## src/rtl/axi4_master_bridge_if.sv

```systemverilog
// ---------------------------------------------------------------------------
// axi4_master_bridge_if
//   Bundles the core-side request/response port and the five AXI4 master
//   channels used by axi4_master_bridge.
//
//   Core side : req_valid/req_ready/req_wen/req_addr/req_len/req_wdata/
//               req_wstrb (request), resp_valid/resp_ready/resp_rdata/
//               resp_last/resp_err (response beats)
//   AXI side  : AW, W, B, AR, R channels (single ID, 32-bit data)
//
//   modport master : the bridge (drives requests onto AXI, answers the core)
//   modport slave  : the environment (core + AXI subordinate/memory model)
// ---------------------------------------------------------------------------
interface axi4_master_bridge_if #(
    parameter int ADDR_W = 32,
    parameter int DATA_W = 32
);
    // core request / response
    logic                  req_valid;
    logic                  req_ready;
    logic                  req_wen;
    logic [ADDR_W-1:0]     req_addr;
    logic [7:0]            req_len;
    logic [DATA_W-1:0]     req_wdata;
    logic [DATA_W/8-1:0]   req_wstrb;
    logic                  resp_valid;
    logic                  resp_ready;
    logic [DATA_W-1:0]     resp_rdata;
    logic                  resp_last;
    logic                  resp_err;

    // AW channel
    logic                  awvalid;
    logic                  awready;
    logic [ADDR_W-1:0]     awaddr;
    logic [3:0]            awid;
    logic [7:0]            awlen;
    logic [2:0]            awsize;
    logic [1:0]            awburst;

    // W channel
    logic                  wvalid;
    logic                  wready;
    logic [DATA_W-1:0]     wdata;
    logic [DATA_W/8-1:0]   wstrb;
    logic                  wlast;

    // B channel
    logic                  bvalid;
    logic                  bready;
    logic [1:0]            bresp;
    logic [3:0]            bid;

    // AR channel
    logic                  arvalid;
    logic                  arready;
    logic [ADDR_W-1:0]     araddr;
    logic [3:0]            arid;
    logic [7:0]            arlen;
    logic [2:0]            arsize;
    logic [1:0]            arburst;

    // R channel
    logic                  rvalid;
    logic                  rready;
    logic [DATA_W-1:0]     rdata;
    logic [1:0]            rresp;
    logic                  rlast;
    logic [3:0]            rid;

    modport master (
        input  req_valid, req_wen, req_addr, req_len, req_wdata, req_wstrb,
        input  resp_ready,
        input  awready, wready, bvalid, bresp, bid,
        input  arready, rvalid, rdata, rresp, rlast, rid,
        output req_ready, resp_valid, resp_rdata, resp_last, resp_err,
        output awvalid, awaddr, awid, awlen, awsize, awburst,
        output wvalid, wdata, wstrb, wlast, bready,
        output arvalid, araddr, arid, arlen, arsize, arburst, rready
    );

    modport slave (
        output req_valid, req_wen, req_addr, req_len, req_wdata, req_wstrb,
        output resp_ready,
        output awready, wready, bvalid, bresp, bid,
        output arready, rvalid, rdata, rresp, rlast, rid,
        input  req_ready, resp_valid, resp_rdata, resp_last, resp_err,
        input  awvalid, awaddr, awid, awlen, awsize, awburst,
        input  wvalid, wdata, wstrb, wlast, bready,
        input  arvalid, araddr, arid, arlen, arsize, arburst, rready
    );
endinterface

```

## src/rtl/axi4_master_bridge.sv

```systemverilog
// ---------------------------------------------------------------------------
// axi4_master_bridge
//   Single-outstanding AXI4 initiator. Converts the core's request/response
//   port into AXI4 traffic: reads are INCR bursts of req_len+1 beats, writes
//   are single beats. R and B responses are passed combinationally to the
//   core response port (no added latency).
//
//   Ports:
//     clock  : system clock, rising edge
//     reset  : synchronous, active-low (0 = reset)
//     bus    : axi4_master_bridge_if.master (core req/resp + AW/W/B/AR/R)
//
//   Optional feature (macro AXI_MASTER_TIMEOUT_EN):
//     A 16-bit watchdog counts cycles without any AXI handshake while a
//     transaction is in flight. After TIMEOUT_CYCLES such cycles the bridge
//     drops all valids and returns one error response (err=1, last=1,
//     rdata=0) to the core. Without the macro the bridge waits forever.
// ---------------------------------------------------------------------------
module axi4_master_bridge #(
    parameter int         ADDR_W         = 32,
    parameter int         DATA_W         = 32,
    parameter logic [3:0] ID             = 4'h0,
    parameter int         TIMEOUT_CYCLES = 1024
) (
    input  logic                 clock,
    input  logic                 reset,
    axi4_master_bridge_if.master bus
);

    localparam logic [2:0] ST_IDLE = 3'd0;
    localparam logic [2:0] ST_AR   = 3'd1;
    localparam logic [2:0] ST_R    = 3'd2;
    localparam logic [2:0] ST_AW_W = 3'd3;
    localparam logic [2:0] ST_B    = 3'd4;
    localparam logic [2:0] ST_TO   = 3'd5;

    logic [2:0]            state;
    logic                  aw_done;
    logic                  w_done;
    logic [8:0]            beat_cnt;

    logic [ADDR_W-1:0]     addr_q;
    logic [7:0]            len_q;
    logic [DATA_W-1:0]     wdata_q;
    logic [DATA_W/8-1:0]   wstrb_q;

    logic                  ar_hs;
    logic                  r_hs;
    logic                  aw_hs;
    logic                  w_hs;
    logic                  b_hs;
    logic                  aw_next;
    logic                  w_next;
    logic                  beat_err;

    // Nine bits so a slave that overruns a 256-beat burst is still flagged;
    // the counter sticks at all-ones instead of wrapping back into range.
    function automatic logic [8:0] sat_inc(input logic [8:0] v);
        return (v == 9'h1FF) ? v : v + 9'd1;
    endfunction

    assign ar_hs   = (state == ST_AR)   && bus.arready;
    assign r_hs    = (state == ST_R)    && bus.rvalid && bus.resp_ready;
    assign aw_hs   = (state == ST_AW_W) && !aw_done && bus.awready;
    assign w_hs    = (state == ST_AW_W) && !w_done  && bus.wready;
    assign b_hs    = (state == ST_B)    && bus.bvalid && bus.resp_ready;
    assign aw_next = aw_done || aw_hs;
    assign w_next  = w_done  || w_hs;

    // Early rlast (count short of len) or any beat past len+1 is an error.
    assign beat_err = bus.rlast ? (beat_cnt != {1'b0, len_q})
                                : (beat_cnt >  {1'b0, len_q});

`ifdef AXI_MASTER_TIMEOUT_EN
    localparam logic [15:0] TO_LAST = 16'(TIMEOUT_CYCLES - 1);

    logic [15:0] to_cnt;
    logic        any_hs;
    logic        timeout_hit;

    assign any_hs      = ar_hs || r_hs || aw_hs || w_hs || b_hs;
    assign timeout_hit = (state != ST_IDLE) && (state != ST_TO) &&
                         !any_hs && (to_cnt == TO_LAST);

    // Held at zero in IDLE, so it starts from zero on entry to AR / AW_W.
    always_ff @(posedge clock) begin
        if (!reset) begin
            to_cnt <= 16'd0;
        end else if ((state == ST_IDLE) || any_hs) begin
            to_cnt <= 16'd0;
        end else if (to_cnt != 16'hFFFF) begin
            to_cnt <= to_cnt + 16'd1;
        end
    end
`else
    logic timeout_hit;
    assign timeout_hit = 1'b0;
`endif

    always_ff @(posedge clock) begin
        if (!reset) begin
            state    <= ST_IDLE;
            aw_done  <= 1'b0;
            w_done   <= 1'b0;
            beat_cnt <= 9'd0;
        end else begin
            case (state)
                ST_IDLE: begin
                    if (bus.req_valid) begin
                        state <= bus.req_wen ? ST_AW_W : ST_AR;
                    end
                end
                ST_AR: begin
                    if (bus.arready) begin
                        state    <= ST_R;
                        beat_cnt <= 9'd0;
                    end
                end
                ST_R: begin
                    if (r_hs) begin
                        beat_cnt <= sat_inc(beat_cnt);
                        if (bus.rlast) begin
                            state <= ST_IDLE;
                        end
                    end
                end
                ST_AW_W: begin
                    if (aw_next && w_next) begin
                        state   <= ST_B;
                        aw_done <= 1'b0;
                        w_done  <= 1'b0;
                    end else begin
                        aw_done <= aw_next;
                        w_done  <= w_next;
                    end
                end
                ST_B: begin
                    if (b_hs) begin
                        state <= ST_IDLE;
                    end
                end
                ST_TO: begin
                    if (bus.resp_ready) begin
                        state <= ST_IDLE;
                    end
                end
                default: state <= ST_IDLE;
            endcase

            // A stalled write may abandon with one flag already set; clear
            // both so the next write starts with both channels pending.
            if (timeout_hit) begin
                state   <= ST_TO;
                aw_done <= 1'b0;
                w_done  <= 1'b0;
            end
        end
    end

    // Request payload; only captured while idle, so it stays stable while
    // the AR/AW/W valids are up.
    always_ff @(posedge clock) begin
        if ((state == ST_IDLE) && bus.req_valid) begin
            addr_q  <= bus.req_addr;
            len_q   <= bus.req_len;
            wdata_q <= bus.req_wdata;
            wstrb_q <= bus.req_wstrb;
        end
    end

    always_comb begin
        // req_ready is held low while reset is asserted.
        bus.req_ready  = reset && (state == ST_IDLE);

        bus.arvalid    = (state == ST_AR);
        bus.araddr     = addr_q;
        bus.arid       = ID;
        bus.arlen      = len_q;
        bus.arsize     = 3'b010;
        bus.arburst    = 2'b01;
        bus.rready     = (state == ST_R) && bus.resp_ready;

        bus.awvalid    = (state == ST_AW_W) && !aw_done;
        bus.awaddr     = addr_q;
        bus.awid       = ID;
        bus.awlen      = 8'd0;
        bus.awsize     = 3'b010;
        bus.awburst    = 2'b01;
        bus.wvalid     = (state == ST_AW_W) && !w_done;
        bus.wdata      = wdata_q;
        bus.wstrb      = wstrb_q;
        bus.wlast      = 1'b1;
        bus.bready     = (state == ST_B) && bus.resp_ready;

        bus.resp_valid = 1'b0;
        bus.resp_rdata = '0;
        bus.resp_last  = 1'b0;
        bus.resp_err   = 1'b0;
        case (state)
            ST_R: begin
                bus.resp_valid = bus.rvalid;
                bus.resp_rdata = bus.rdata;
                bus.resp_last  = bus.rlast;
                bus.resp_err   = (bus.rresp != 2'b00) || beat_err;
            end
            ST_B: begin
                bus.resp_valid = bus.bvalid;
                bus.resp_last  = 1'b1;
                bus.resp_err   = (bus.bresp != 2'b00);
            end
            ST_TO: begin
                bus.resp_valid = 1'b1;
                bus.resp_last  = 1'b1;
                bus.resp_err   = 1'b1;
            end
            default: ;
        endcase
    end

    // rid/bid carry no information with a single constant ID in flight.
    logic unused_bits;
    assign unused_bits = ^{bus.rid, bus.bid, 32'(TIMEOUT_CYCLES)};

endmodule
```

## src/flat_wrapper.sv

```systemverilog
// flat-port wrapper written by rule: the top's interface ports become plain ports
module axi4_master_bridge_flat 
#(
    parameter int         ADDR_W         = 32,
    parameter int         DATA_W         = 32,
    parameter logic [3:0] ID             = 4'h0,
    parameter int         TIMEOUT_CYCLES = 1024
)
  (clock, reset, bus_req_valid, bus_req_wen, bus_req_addr, bus_req_len, bus_req_wdata, bus_req_wstrb, bus_resp_ready, bus_awready, bus_wready, bus_bvalid, bus_bresp, bus_bid, bus_arready, bus_rvalid, bus_rdata, bus_rresp, bus_rlast, bus_rid, bus_req_ready, bus_resp_valid, bus_resp_rdata, bus_resp_last, bus_resp_err, bus_awvalid, bus_awaddr, bus_awid, bus_awlen, bus_awsize, bus_awburst, bus_wvalid, bus_wdata, bus_wstrb, bus_wlast, bus_bready, bus_arvalid, bus_araddr, bus_arid, bus_arlen, bus_arsize, bus_arburst, bus_rready);
  axi4_master_bridge_if #(.ADDR_W(ADDR_W), .DATA_W(DATA_W)) bus_i ();
  input  logic clock;
  input  logic reset;
  input wire logic [$bits(bus_i.req_valid)-1:0] bus_req_valid;
  input wire logic [$bits(bus_i.req_wen)-1:0] bus_req_wen;
  input wire logic [$bits(bus_i.req_addr)-1:0] bus_req_addr;
  input wire logic [$bits(bus_i.req_len)-1:0] bus_req_len;
  input wire logic [$bits(bus_i.req_wdata)-1:0] bus_req_wdata;
  input wire logic [$bits(bus_i.req_wstrb)-1:0] bus_req_wstrb;
  input wire logic [$bits(bus_i.resp_ready)-1:0] bus_resp_ready;
  input wire logic [$bits(bus_i.awready)-1:0] bus_awready;
  input wire logic [$bits(bus_i.wready)-1:0] bus_wready;
  input wire logic [$bits(bus_i.bvalid)-1:0] bus_bvalid;
  input wire logic [$bits(bus_i.bresp)-1:0] bus_bresp;
  input wire logic [$bits(bus_i.bid)-1:0] bus_bid;
  input wire logic [$bits(bus_i.arready)-1:0] bus_arready;
  input wire logic [$bits(bus_i.rvalid)-1:0] bus_rvalid;
  input wire logic [$bits(bus_i.rdata)-1:0] bus_rdata;
  input wire logic [$bits(bus_i.rresp)-1:0] bus_rresp;
  input wire logic [$bits(bus_i.rlast)-1:0] bus_rlast;
  input wire logic [$bits(bus_i.rid)-1:0] bus_rid;
  output wire logic [$bits(bus_i.req_ready)-1:0] bus_req_ready;
  output wire logic [$bits(bus_i.resp_valid)-1:0] bus_resp_valid;
  output wire logic [$bits(bus_i.resp_rdata)-1:0] bus_resp_rdata;
  output wire logic [$bits(bus_i.resp_last)-1:0] bus_resp_last;
  output wire logic [$bits(bus_i.resp_err)-1:0] bus_resp_err;
  output wire logic [$bits(bus_i.awvalid)-1:0] bus_awvalid;
  output wire logic [$bits(bus_i.awaddr)-1:0] bus_awaddr;
  output wire logic [$bits(bus_i.awid)-1:0] bus_awid;
  output wire logic [$bits(bus_i.awlen)-1:0] bus_awlen;
  output wire logic [$bits(bus_i.awsize)-1:0] bus_awsize;
  output wire logic [$bits(bus_i.awburst)-1:0] bus_awburst;
  output wire logic [$bits(bus_i.wvalid)-1:0] bus_wvalid;
  output wire logic [$bits(bus_i.wdata)-1:0] bus_wdata;
  output wire logic [$bits(bus_i.wstrb)-1:0] bus_wstrb;
  output wire logic [$bits(bus_i.wlast)-1:0] bus_wlast;
  output wire logic [$bits(bus_i.bready)-1:0] bus_bready;
  output wire logic [$bits(bus_i.arvalid)-1:0] bus_arvalid;
  output wire logic [$bits(bus_i.araddr)-1:0] bus_araddr;
  output wire logic [$bits(bus_i.arid)-1:0] bus_arid;
  output wire logic [$bits(bus_i.arlen)-1:0] bus_arlen;
  output wire logic [$bits(bus_i.arsize)-1:0] bus_arsize;
  output wire logic [$bits(bus_i.arburst)-1:0] bus_arburst;
  output wire logic [$bits(bus_i.rready)-1:0] bus_rready;
  assign bus_i.req_valid = bus_req_valid;
  assign bus_i.req_wen = bus_req_wen;
  assign bus_i.req_addr = bus_req_addr;
  assign bus_i.req_len = bus_req_len;
  assign bus_i.req_wdata = bus_req_wdata;
  assign bus_i.req_wstrb = bus_req_wstrb;
  assign bus_i.resp_ready = bus_resp_ready;
  assign bus_i.awready = bus_awready;
  assign bus_i.wready = bus_wready;
  assign bus_i.bvalid = bus_bvalid;
  assign bus_i.bresp = bus_bresp;
  assign bus_i.bid = bus_bid;
  assign bus_i.arready = bus_arready;
  assign bus_i.rvalid = bus_rvalid;
  assign bus_i.rdata = bus_rdata;
  assign bus_i.rresp = bus_rresp;
  assign bus_i.rlast = bus_rlast;
  assign bus_i.rid = bus_rid;
  assign bus_req_ready = bus_i.req_ready;
  assign bus_resp_valid = bus_i.resp_valid;
  assign bus_resp_rdata = bus_i.resp_rdata;
  assign bus_resp_last = bus_i.resp_last;
  assign bus_resp_err = bus_i.resp_err;
  assign bus_awvalid = bus_i.awvalid;
  assign bus_awaddr = bus_i.awaddr;
  assign bus_awid = bus_i.awid;
  assign bus_awlen = bus_i.awlen;
  assign bus_awsize = bus_i.awsize;
  assign bus_awburst = bus_i.awburst;
  assign bus_wvalid = bus_i.wvalid;
  assign bus_wdata = bus_i.wdata;
  assign bus_wstrb = bus_i.wstrb;
  assign bus_wlast = bus_i.wlast;
  assign bus_bready = bus_i.bready;
  assign bus_arvalid = bus_i.arvalid;
  assign bus_araddr = bus_i.araddr;
  assign bus_arid = bus_i.arid;
  assign bus_arlen = bus_i.arlen;
  assign bus_arsize = bus_i.arsize;
  assign bus_arburst = bus_i.arburst;
  assign bus_rready = bus_i.rready;
  axi4_master_bridge #(.ADDR_W(ADDR_W), .DATA_W(DATA_W), .ID(ID), .TIMEOUT_CYCLES(TIMEOUT_CYCLES)) u_core (.clock(clock), .reset(reset), .bus(bus_i));
endmodule
```

## config.mk

```make
export PLATFORM = sky130hd
export DESIGN_NAME = axi4_master_bridge_flat
export DESIGN_NICKNAME = d
export VERILOG_FILES = /design/src/rtl/axi4_master_bridge_if.sv /design/src/rtl/axi4_master_bridge.sv /design/src/flat_wrapper.sv
export SDC_FILE = /design/constraint.sdc
export NUM_CORES = 1
export LEC_CHECK = 0
export CORE_AREA = 2 2 118 120
export CTS_CLUSTER_SIZE = 28
export DETAILED_ROUTE_END_ITERATION = 6
export DIE_AREA = 0 0 120 122
export GPL_TIMING_DRIVEN = 1
export MAX_ROUTING_LAYER = met4
export PLACE_DENSITY = 0.76
export SYNTH_ARGS = -nofsm -noshare
export SYNTH_HDL_FRONTEND = slang
export SYNTH_SLANG_ARGS = --single-unit
```

## constraint.sdc

```tcl
create_clock -name clock -period 6.2 [get_ports clock]
set_input_delay 0.93 -clock clock [delete_from_list [all_inputs] [get_ports clock]]
set_output_delay 0.93 -clock clock [all_outputs]
set_load 0.02 [all_outputs]
```

# Word-level counts from Yosys, hierarchy flattened
# Cells that the tools add are included.
[op_classes]
addsub = 1
magnitude_cmp = 1
n_eq_ne = 15
mux = 20
n_reduce_logical = 25
[op_table]
columns = ["op", "count"]
rows = [
  ["32-bit two-way mux", 1],
  ["9-bit two-way mux", 3],
  ["3-bit two-way mux", 7],
  ["3-bit case mux with 6 select lines", 1],
  ["9-bit case mux with 2 select lines", 1],
  ["1-bit logical AND", 13],
  ["2-bit != test, second input constant", 6],
  ["9-bit by 1-bit adder with 9-bit output, second input constant", 1],
  ["9-bit == test, second input constant", 1],
  ["9-bit by 8-bit > comparator with 1-bit output", 1],
  ["9-bit by 8-bit != test with 1-bit output", 1],
  ["7-bit AND reduction", 1],
  ["3-bit by 2-bit == test with 1-bit output, second input constant", 2],
  ["3-bit == test, second input constant", 2],
  ["1-bit case mux with 3 select lines", 2],
  ["2-bit nonzero test", 3],
  ["2-bit by 1-bit != test with 1-bit output, second input constant", 2],
  ["4-bit AND reduction", 1],
  ["3-bit by 1-bit == test with 1-bit output, second input constant", 1],
  ["3-bit zero test", 1],
  ["1-bit logical OR", 3],
  ["1-bit two-way mux", 3],
  ["1-bit zero test", 2],
  ["2-bit two-way mux", 1],
  ["2 further kinds", 2],
]
[totals]
reg_bits = 90
inputBits = 131
out_inout_bits = 176
wordCells = 70

# Longest topological paths before layout
# Gate-level depths: netlist (run 1).
[logic_depth]
ltp_word = 7
ltp_mapped = 8
depth_no_buf = 7

# Worst setup path after synthesis (run 1)
# No wires, ideal clock.
[synth_timing]
path_type = "input to register"
startpoint = "input port bus_req_valid"
endpoint = "register u_core.addr_q[0], in the netlist u_core.bus.araddr[0] (enable)"
setup_ns = 0.604
arrival_ns = 6.145
t_required_ns = 5.596
setup_slack_ns = -0.548
cell_stages = 2
n_path_buf = 0
path_cell_list = "nand2b_1 nor3_1"
[synth_via]
elab_chain_len = 1
[synth_rtl]
columns = ["item", "line", "source"]
rows = [
  ["from (decl)", "flat_wrapper.sv:13", "input wire logic [$bits(bus_i.req_valid)-1:0] bus_req_valid;"],
  ["1-bit logical AND", "axi4_master_bridge.sv:163", "if ((state == ST_IDLE) && bus.req_valid) begin"],
  ["to (signal assigned)", "axi4_master_bridge.sv:164", "addr_q <= bus.req_addr;"],
  ["to (decl)", "axi4_master_bridge.sv:42", "logic [ADDR_W-1:0] addr_q;"],
]
# Every way passes these cells.
# A chain may end at the register's enable or synchronous reset.

# Worst setup path in the final report (run 1)
[layout_timing]
startpoint = "input port bus_rlast"
endpoint = "output port bus_resp_err"
[layout_via]
elab_chain_len = 3
[layout_rtl]
columns = ["item", "line", "source"]
rows = [
  ["from (decl)", "flat_wrapper.sv:29", "input wire logic [$bits(bus_i.rlast)-1:0] bus_rlast;"],
  ["1-bit two-way mux", "axi4_master_bridge.sv:71", "assign beat_err = bus.rlast ? (beat_cnt != {1'b0, len_q})"],
  ["1-bit logical OR", "axi4_master_bridge.sv:204", "bus.resp_err = (bus.rresp != 2'b00) || beat_err;"],
  ["1-bit case mux with 3 select lines", "axi4_master_bridge.sv:199", "case (state)"],
  ["to (decl)", "flat_wrapper.sv:35", "output wire logic [$bits(bus_i.resp_err)-1:0] bus_resp_err;"],
]
# Every way passes these cells.

==> flow_summary.yaml, run 1 <==
logic_synthesis:
  synth_top_area_share_pct: 56.6
  ys_warn_count: 0
  synth_edf_count: 76
  ys_types: 45
  synthArstFlopShare_pct: 0
  synth_area_um2: 4030
  avgSynthCellArea_um2: 13.1
  synth.area.top_cells: "edfxtp_1, buf_4, dfxtp_1, and2_1, ha_1"
  synth_area_leader_cell: "edfxtp_1"
  syn_inst: 307
  synth-main-ff-cell: "edfxtp_1"
  synth_seq_cells: 90
  ys_seq_area_share_pct: 63.6
timing:
  setup_viol: 0
  min_period_ns: 4.09
  slew_headroom_pct: 27.6
  setup-tns-final_ns: 0
  period_share_pct: 65.9
  clock_skew_ns: 0.00729
  worst_pin_slew_ns: 1.08
  maxSlewViolCount: 0
  rsz0062_at_grt: "false"
  clock.fmax_mhz: 245
  hold_viol_final: 0
routing:
  via_per_inst: 4.37
  drt-total-wl_um: 11000
  final_antenna_net_count: 0
  routedWlPerCell_um: 15.0
  vias: 3200
  first_pass_iters: 5
  drtIter0Drc: 82
  drc: 0
global_route:
  gr-usage-met1_pct: 16.7
  met2_usage_pct: 26.7
  grt_use_total_pct: 14.8
  grt_pass1_vias: 3129
  grt_pass1_wl_um: 16200
  grtUsageMet3_pct: 2.48
  grt_max_degree: 56
  grt_antenna_before_repair: 0
  overflow: 0
  top_usage_layer: "met2"
cells_and_area:
  nets: 688
  drive_gt1_share_pct: 3.99
  diodes: 0
  syn_to_final_growth_pct: 71.3
setup_path:
  cp.arrival_ns: 3.16
  critPathKind: "in2out"
  startpoint_type: "primary input"
  cp-endpoint: "bus_resp_err"
  r2r_end: "u_core.state[0]"
  r2r_start: "u_core.state[2]"
  crit_required_ns: 5.27
  endpoint_kind: "output port"
  cp_max_fo: 3
  ff2ff_path_depth: 5
  r2r_slack_ns: 3.85
  crit_path_start: "bus_rlast"
clock_tree:
  clkLatencyLatePin_ns: 0.34
  root_buffer: "clkbuf_16"
  cts_tree: "yes"
  clk_pin_slew_ns: 0.07
  htree_levels: 3
  cts-resized-gates: 0
  hold_buffers: 0
  cts_setup_buffers: 0
  cts_sinks: 90
  clk_path_buf_depth: 2
  numCtsBuffers: 9
flow_run:
  maxCapViolations: 0
power:
  total_power_mw: 2.43
  leakagePower_nw: 2.54
  p_per_area_nw_per_um2: 352
  ir_drop_uv: 165
floorplanning:
  rows: 43
  die_w_um: 120
  die-area_um2: 14600
  start_util_pct: 29.8
  core-area_um2: 13500
  die_h_um: 122
  io_pins: 307
place:
  place_hpwl_um: 8880
  io_buffers: 271
  place_congestion: 0.785
min_path:
  hold_class: "reg2reg"
  hold_depth: 2
run_status:
  run_status: "completed"
==> critical path, cell delays in order <==
cell,delay [ns]
clkdlybuf4s50_1,0.49
nor3_1,0.16
o211ai_1,0.14
a2111oi_0,0.62
o22ai_1,0.22
clkdlybuf4s50_1,0.59
==> worst min-delay path by stage <==
stage                       startpoint                 end  slack (ns)
finish              u_core.beat_cnt[5]  u_core.beat_cnt[5]        0.50
floorplan           u_core.beat_cnt[5]  u_core.beat_cnt[5]        0.46
global route        u_core.beat_cnt[5]  u_core.beat_cnt[5]        0.53
global placement    u_core.beat_cnt[5]  u_core.beat_cnt[5]        0.48
detailed placement  u_core.beat_cnt[5]  u_core.beat_cnt[5]        0.50
CTS                 u_core.beat_cnt[5]  u_core.beat_cnt[5]        0.51
==> cell usage after synthesis, types with 5 or more instances <==
library cell	n
edfxtp_1	76
buf_4	60
and2_1	35
dfxtp_1	14
inv_1	12
ha_1	10
nand2_1	8
a21oi_1	6
nand3_1	6
nand4_1	6
o21ai_0	6
nor2_1	5
==> layer usage <==
metal | up-vias | wire [µm]
li1 | 1502 | -
met4 | 0 | 142
met1 | 1524 | 4240
met5 | - | 0
met3 | 14 | 625
met2 | 160 | 6000
==> cell type report <==
cell class | instances | area, µm²
Inverter | 12 | 45.0
Timing Repair Buffer | 273 | 2740
Sequential cell | 90 | 2560
Multi-Input combinational cell | 161 | 1040
Clock buffer | 9 | 225
Fill cell | 1188 | 6600
Clock inverter | 7 | 67.6
Tap cell | 180 | 225
==> sequential cells by signal, indices dropped and copies added, names as in the netlist <==
name               flops
u_core.bus.wdata      32
u_core.bus.arlen       8
u_core.aw_done         1
u_core.beat_cnt        9
u_core.bus.wstrb       4
u_core.bus.araddr     32
u_core.state           3
u_core.w_done          1
==> report_power, final <==
group          internal, mW  switching [mW]  total [mW]
sequential            0.817          0.0678       0.884
combinational         0.476           0.536        1.01
clock                 0.284           0.248       0.531
==> cells in the final DEF, fill, tap and decap left out, types with 2 or more instances in the layout <==
cell type,synthesis,layout
inv_1,12,12
dfxtp_1,14,14
a211oi_1,2,2
nand3_1,6,6
nand2b_1,4,4
or4_1,3,3
o31ai_1,4,4
nor3_1,3,2
ha_1,10,10
and4_1,3,3
a31oi_1,2,2
inv_6,0,2
a21oi_1,6,6
edfxtp_1,76,76
and2_1,35,35
o21a_1,3,3
nor2_1,5,5
or3_1,2,2
clkbuf_16,0,9
nand3b_1,2,2
nand2_1,8,8
nor4_1,2,2
o21ai_0,6,6
clkdlybuf4s50_1,0,271
nand4_1,6,6
a21boi_1,3,3
conb_1,2,27
inv_8,0,3
nor2b_1,2,2
==> kinds of logic (layout without fill, tap and decap cells) <==
| group | Yosys count | in the layout | synth area share [%] |
|---|---|---|---|
| muxes | 2 | 2 | 0.528 |
| buffers and inverters | 81 | 301 | 13.4 |
| other | 2 | 27 | 0.186 |
| and+or+nand+nor | 86 | 86 | 13.0 |
| DFF | 90 | 90 | 63.6 |
| adders and majority gates | 10 | 10 | 3.10 |
| AOI/OAI and AO/OA | 36 | 36 | 6.18 |
==> metrics by stage <==
step	util (%)	hold WS, ns	cell area, µm²	std cells	setup WS, ns
after floorplan	-	0.455	4130	332	1.79
after global placement	48.9	0.480	6610	716	2.40
after detailed placement	48.9	0.495	6610	716	2.30
after CTS	51.1	0.505	6900	732	2.30
after global routing	51.1	0.532	6900	732	2.11
final	51.1	0.503	6900	732	2.11
(Power assumes the default switching activity.)
==> run 2: changes to the inputs <==
==> constraint.sdc (replaced) <==
create_clock -name clock -period 3.6 [get_ports clock]
set_input_delay 0.54 -clock clock [delete_from_list [all_inputs] [get_ports clock]]
set_output_delay 0.54 -clock clock [all_outputs]
set_load 0.02 [all_outputs]
==> run 2 against run 1 <==
  * Final area grew 0.24%
  * Register-to-register slack lost 2.6 ns
  * Critical endpoint unchanged
  * Clock skew shrank 0.0013 ns
  * Routed wire length grew 0.25%
  * Hold slack gained 0.012 ns
  * Largest power group unchanged
==> flow_summary.yaml, run 2 (synthesis gave the netlist of run 1 again) <==
clock_tree:
  numCtsBuffers: 9
  cts_tree: "yes"
  cts-resized-gates: 0
  root_buffer: "clkbuf_16"
  htree_levels: 3
  hold_buffers: 0
  clkLatencyLatePin_ns: 0.34
  clk_path_buf_depth: 2
  clk_pin_slew_ns: 0.06
  cts_setup_buffers: 0
  cts_sinks: 90
cells_and_area:
  multi_input_area_um2: 1040
  regArea_um2: 2560
  fillers: 1167
  diodes: 0
  nets: 690
  drive_gt1_share_pct: 4.33
  layout_commonest_cell: "clkdlybuf4s50_1"
  stdcell_area_um2: 6920
  syn_to_final_growth_pct: 71.7
  finalNonFillerCells: 734
  final_cell_mix: "clkdlybuf4s50_1, edfxtp_1, and2_1, conb_1, dfxtp_1"
flow_run:
  maxCapViolations: 0
routing:
  first_pass_iters: 4
  drc: 0
  met3WireLength_um: 675
  routedWlPerCell_um: 15.0
  drt-total-wl_um: 11000
  via_per_inst: 4.28
  final_antenna_net_count: 0
  wl_met1_um: 4210
  drtIter0Drc: 152
  vias: 3142
  highest-signal-layer: "met4"
  wl_met2_um: 6030
timing:
  min_period_ns: 3.02
  maxSlewViolCount: 0
  clock.fmax_mhz: 331
  hold_viol_final: 0
  period_share_pct: 83.9
  worst_slack_ns: 0.580
  worst_pin_slew_ns: 0.723
  clock_skew_ns: 0.00599
  setup_viol: 0
  slew_headroom_pct: 51.6
  rsz0062_at_grt: "false"
  setup-tns-final_ns: 0
power:
  p_per_area_nw_per_um2: 612
  leakagePower_nw: 2.56
  ir_drop_uv: 274
setup_path:
  startpoint_type: "primary input"
  cp.arrival_ns: 2.48
  ff2ff_path_depth: 7
  cp_max_fo: 3
  r2r_start: "u_core.beat_cnt[0]"
  crit_required_ns: 3.06
  r2r_slack_ns: 1.30
  r2r_end: "u_core.beat_cnt[6]"
  endpoint_kind: "output port"
  critPathKind: "in2out"
global_route:
  grt_use_total_pct: 14.5
  grt_antenna_before_repair: 0
  grt_pass1_vias: 3047
  grt_max_degree: 55
  overflow: 0
  grt_pass1_wl_um: 15900
floorplanning:
  die_w_um: 120
  start_util_pct: 29.8
  io_pins: 307
  die-area_um2: 14600
  rows: 43
  die_h_um: 122
  core-area_um2: 13500
place:
  placedCellCount: 718
  place_hpwl_um: 8800
  place_congestion: 0.798
  placed_area_um2: 6610
  post-place-ws_ns: 0.578
  io_buffers: 271
min_path:
  hold_class: "reg2reg"
  hold_depth: 2
  whs_endpoint: "u_core.beat_cnt[5]"
  hp-start: "u_core.beat_cnt[5]"
run_status:
  run_status: "completed"
run 2: changes by cell type in the layout (fill, tap and decap cells not counted), sizes merged:
cell      delta
bufinv       +1
buf          +2
clkinvlp     -1
run 2: worst max-delay path by stage:
stage | startpoint | endpoint | slack (ns)
floorplan | u_core.state[2] | u_core.bus.araddr[0] | 0.66
global route | u_core.bus.arlen[6] | bus_resp_err | 0.36
finish | bus_rlast | bus_resp_err | 0.58
detailed placement | bus_rlast | bus_resp_err | 0.58
global placement | bus_rlast | bus_resp_err | 0.58
CTS | bus_rlast | bus_resp_err | 0.58
run 2: report_power, final:
group / internal (mW) / switching, mW / total, mW
Combinational: 0.819 / 0.927 / 1.75
Sequential: 1.41 / 0.116 / 1.52
Clock: 0.551 / 0.412 / 0.964
run 2: layout make-up:
class | instances | share of cell area, %
sequential | 90 | 37.0
tap | 180 | 3.26
clock buffer | 9 | 3.26
multi-input combinational | 161 | 15.0
timing repair buffer | 275 | 39.6
clock inverter | 7 | 1.18
inverter | 12 | 0.651
run 2: worst max-delay path: stages:
cell             delay, ns
clkdlybuf4s50_1       0.48
nor3_1                0.19
o211ai_1              0.14
a2111oi_0             0.38
o22ai_1               0.17
clkdlybuf4s50_1       0.58
run 2: layer usage:
| metal | vias up | track usage [%] |
|---|---|---|
| met3 | 9 | 3.32 |
| met4 | 0 | 4.56 |
| met2 | 149 | 26.0 |
| met1 | 1479 | 16.1 |
| met5 | - | - |
| li1 | 1505 | - |
run 2: metrics by stage:
step                      utilization (%)  hold WS, ns  power (mW)
final                                51.2        0.515        4.23
after global routing                 51.2        0.547        4.43
after CTS                            51.2        0.511        4.30
after detailed placement             49.0        0.501        3.31
after global placement               49.0        0.479        3.27
after floorplan                         -        0.455        2.50
==> run 3: changes to the inputs <==
--- a/config.mk
+++ b/config.mk
@@ -5,13 +5,13 @@
 export SDC_FILE = /design/constraint.sdc
 export NUM_CORES = 1
 export LEC_CHECK = 0
-export CORE_AREA = 2 2 118 120
+export CORE_AREA = 2 2 119 121
 export CTS_CLUSTER_SIZE = 28
 export DETAILED_ROUTE_END_ITERATION = 6
-export DIE_AREA = 0 0 120 122
+export DIE_AREA = 0 0 121 123
 export GPL_TIMING_DRIVEN = 1
 export MAX_ROUTING_LAYER = met4
-export PLACE_DENSITY = 0.76
+export PLACE_DENSITY = 0.72
 export SYNTH_ARGS = -nofsm -noshare
 export SYNTH_HDL_FRONTEND = slang
 export SYNTH_SLANG_ARGS = --single-unit
==> constraint.sdc (replaced) <==
create_clock -name clock -period 3 [get_ports clock]
set_input_delay 0.45 -clock clock [delete_from_list [all_inputs] [get_ports clock]]
set_output_delay 0.45 -clock clock [all_outputs]
set_load 0.02 [all_outputs]
==> run 3 against run 2 <==
  * Sequential share of layout area shrank 0.16 points
  * Critical path depth grew 1
  * Register-to-register slack lost 0.60 ns
  * Clock-buffer cell count grew 2
  * Critical path type is now reg2out
  * Largest cell class unchanged
  * Highest routed layer unchanged
==> flow_summary.yaml, run 3 (synthesis gave the netlist of run 1 again) <==
run_status:
  run_status: "completed"
global_route:
  grt_pass1_wl_um: 16300
  grt_use_total_pct: 14.9
  grt_pass1_vias: 3071
  overflow: 0
  grt_max_degree: 30
  grt_antenna_before_repair: 0
timing:
  slew_headroom_pct: 54.5
  setup-tns-final_ns: 0
  clock.fmax_mhz: 350
  setup_viol: 0
  min_period_ns: 2.86
  worst_pin_slew_ns: 0.680
  maxSlewViolCount: 0
  hold_viol_final: 0
  clock_skew_ns: 0.00837
  fin_hold_ws_ns: 0.524
  period_share_pct: 95.3
  worst_slack_ns: 0.142
clock_tree:
  clkLatencyLatePin_ns: 0.34
  numCtsBuffers: 9
  clk_pin_slew_ns: 0.06
  cts_tree: "yes"
  hold_buffers: 0
  root_buffer: "clkbuf_16"
  htree_levels: 3
  clk_path_buf_depth: 2
  cts_sinks: 90
place:
  placed_area_um2: 6680
  io_buffers: 271
  placedCellCount: 722
  place_congestion: 0.807
  place_hpwl_um: 8810
  post-place-ws_ns: 0.104
cells_and_area:
  stdcell_area_um2: 6950
  regArea_um2: 2560
  drive_gt1_share_pct: 4.67
  fillers: 1145
  nets: 694
  final_cell_mix: "clkdlybuf4s50_1, edfxtp_1, and2_1, conb_1, dfxtp_1"
  layout_commonest_cell: "clkdlybuf4s50_1"
  diodes: 0
  fin_util_pct: 51.0
  syn_to_final_growth_pct: 72.4
  finalNonFillerCells: 737
  multi_input_area_um2: 1040
power:
  p_per_area_nw_per_um2: 722
  ir_drop_uv: 405
  total_power_mw: 5.01
  leakagePower_nw: 2.56
floorplanning:
  die_h_um: 123
  io_pins: 307
  die_w_um: 121
  rows: 43
  start_util_pct: 29.6
  core-area_um2: 13600
  die-area_um2: 14900
setup_path:
  startpoint_type: "flop"
  crit_chain: "inv_1 -> ha_1 -> a21oi_1 -> o211ai_1 -> a2111oi_2 -> o22ai_1 -> clkdlybuf4s50_1"
  crit_required_ns: 2.55
  cp_max_fo: 2
  endpoint_kind: "output port"
  cp.buffers_inverters: 2
  critPathKind: "reg2out"
  r2r_slack_ns: 0.70
  slowest_stage: "clkdlybuf4s50_1"
  cp_top_family: "compound AO/OA/AOI/OAI gates"
  cp.arrival_ns: 2.41
  critPathMaxStageDelay_ns: 0.56
min_path:
  hold_class: "reg2reg"
routing:
  routedWlPerCell_um: 14.9
  drtIter0Drc: 155
  drc: 0
  vias: 3236
  drt-total-wl_um: 11000
  via_per_inst: 4.39
  first_pass_iters: 4
  final_antenna_net_count: 0
flow_run:
  maxCapViolations: 0
-- run 3: cell types whose count changed in the layout (fill, tap and decap cells not counted), moves of 2 or more --
cell      delta
clkbuf_1     +2
inv_6        -4
clkinv_4     +2
buf_12       +3
-- run 3: layout make-up --
type                       count  share of cell area, %
sequential                    90                   36.9
multi-input combinational    161                   15.0
timing repair buffer         279                   40.4
inverter                      12                  0.648
clock buffer                  11                   3.35
clock inverter                 4                  0.432
tap                          180                   3.24
-- run 3: final timing paths --
path | depth (start not counted) | from | end
hold / removal | 2 | u_core.beat_cnt[5] | u_core.beat_cnt[5]
hold reg to reg | 2 | u_core.beat_cnt[5] | u_core.beat_cnt[5]
setup reg to reg | 7 | u_core.beat_cnt[1] | u_core.beat_cnt[3]
setup / recovery | 7 | u_core.bus.arlen[6] | bus_resp_err
-- run 3: repair_timing --
item / CTS / global route
buffers inserted: 0 / 0
hold endpoints to repair: 0 / 0
endpoints found under the setup margin: 1 / 1
cloned: 0 / 0
gates resized for setup: 1 / 1
-- run 3: worst reg2reg max path, delay by kind of cell, from the launching register on --
family                     cells  cell delay (ns)
and+or+nand+nor                3             0.93
AOI/OAI and AO/OA              2             0.47
DFF                            1             0.37
adders and majority gates      2             0.45
-- run 3: report_power, final --
part	leakage, nW	total [mW]	internal [mW]	switching, mW
clock network	0.122	1.01	0.558	0.453
registers	0.834	1.82	1.69	0.136
logic	1.60	2.18	1.05	1.13
total	2.56	5.01	3.29	1.72
-- run 3: layer usage --
metal	up-vias	wire length [µm]	global-route usage (%)
met4	0	176	5.89
met1	1511	4130	16.6
met5	-	0	-
li1	1513	-	-
met3	14	1010	3.64
met2	198	5660	25.7
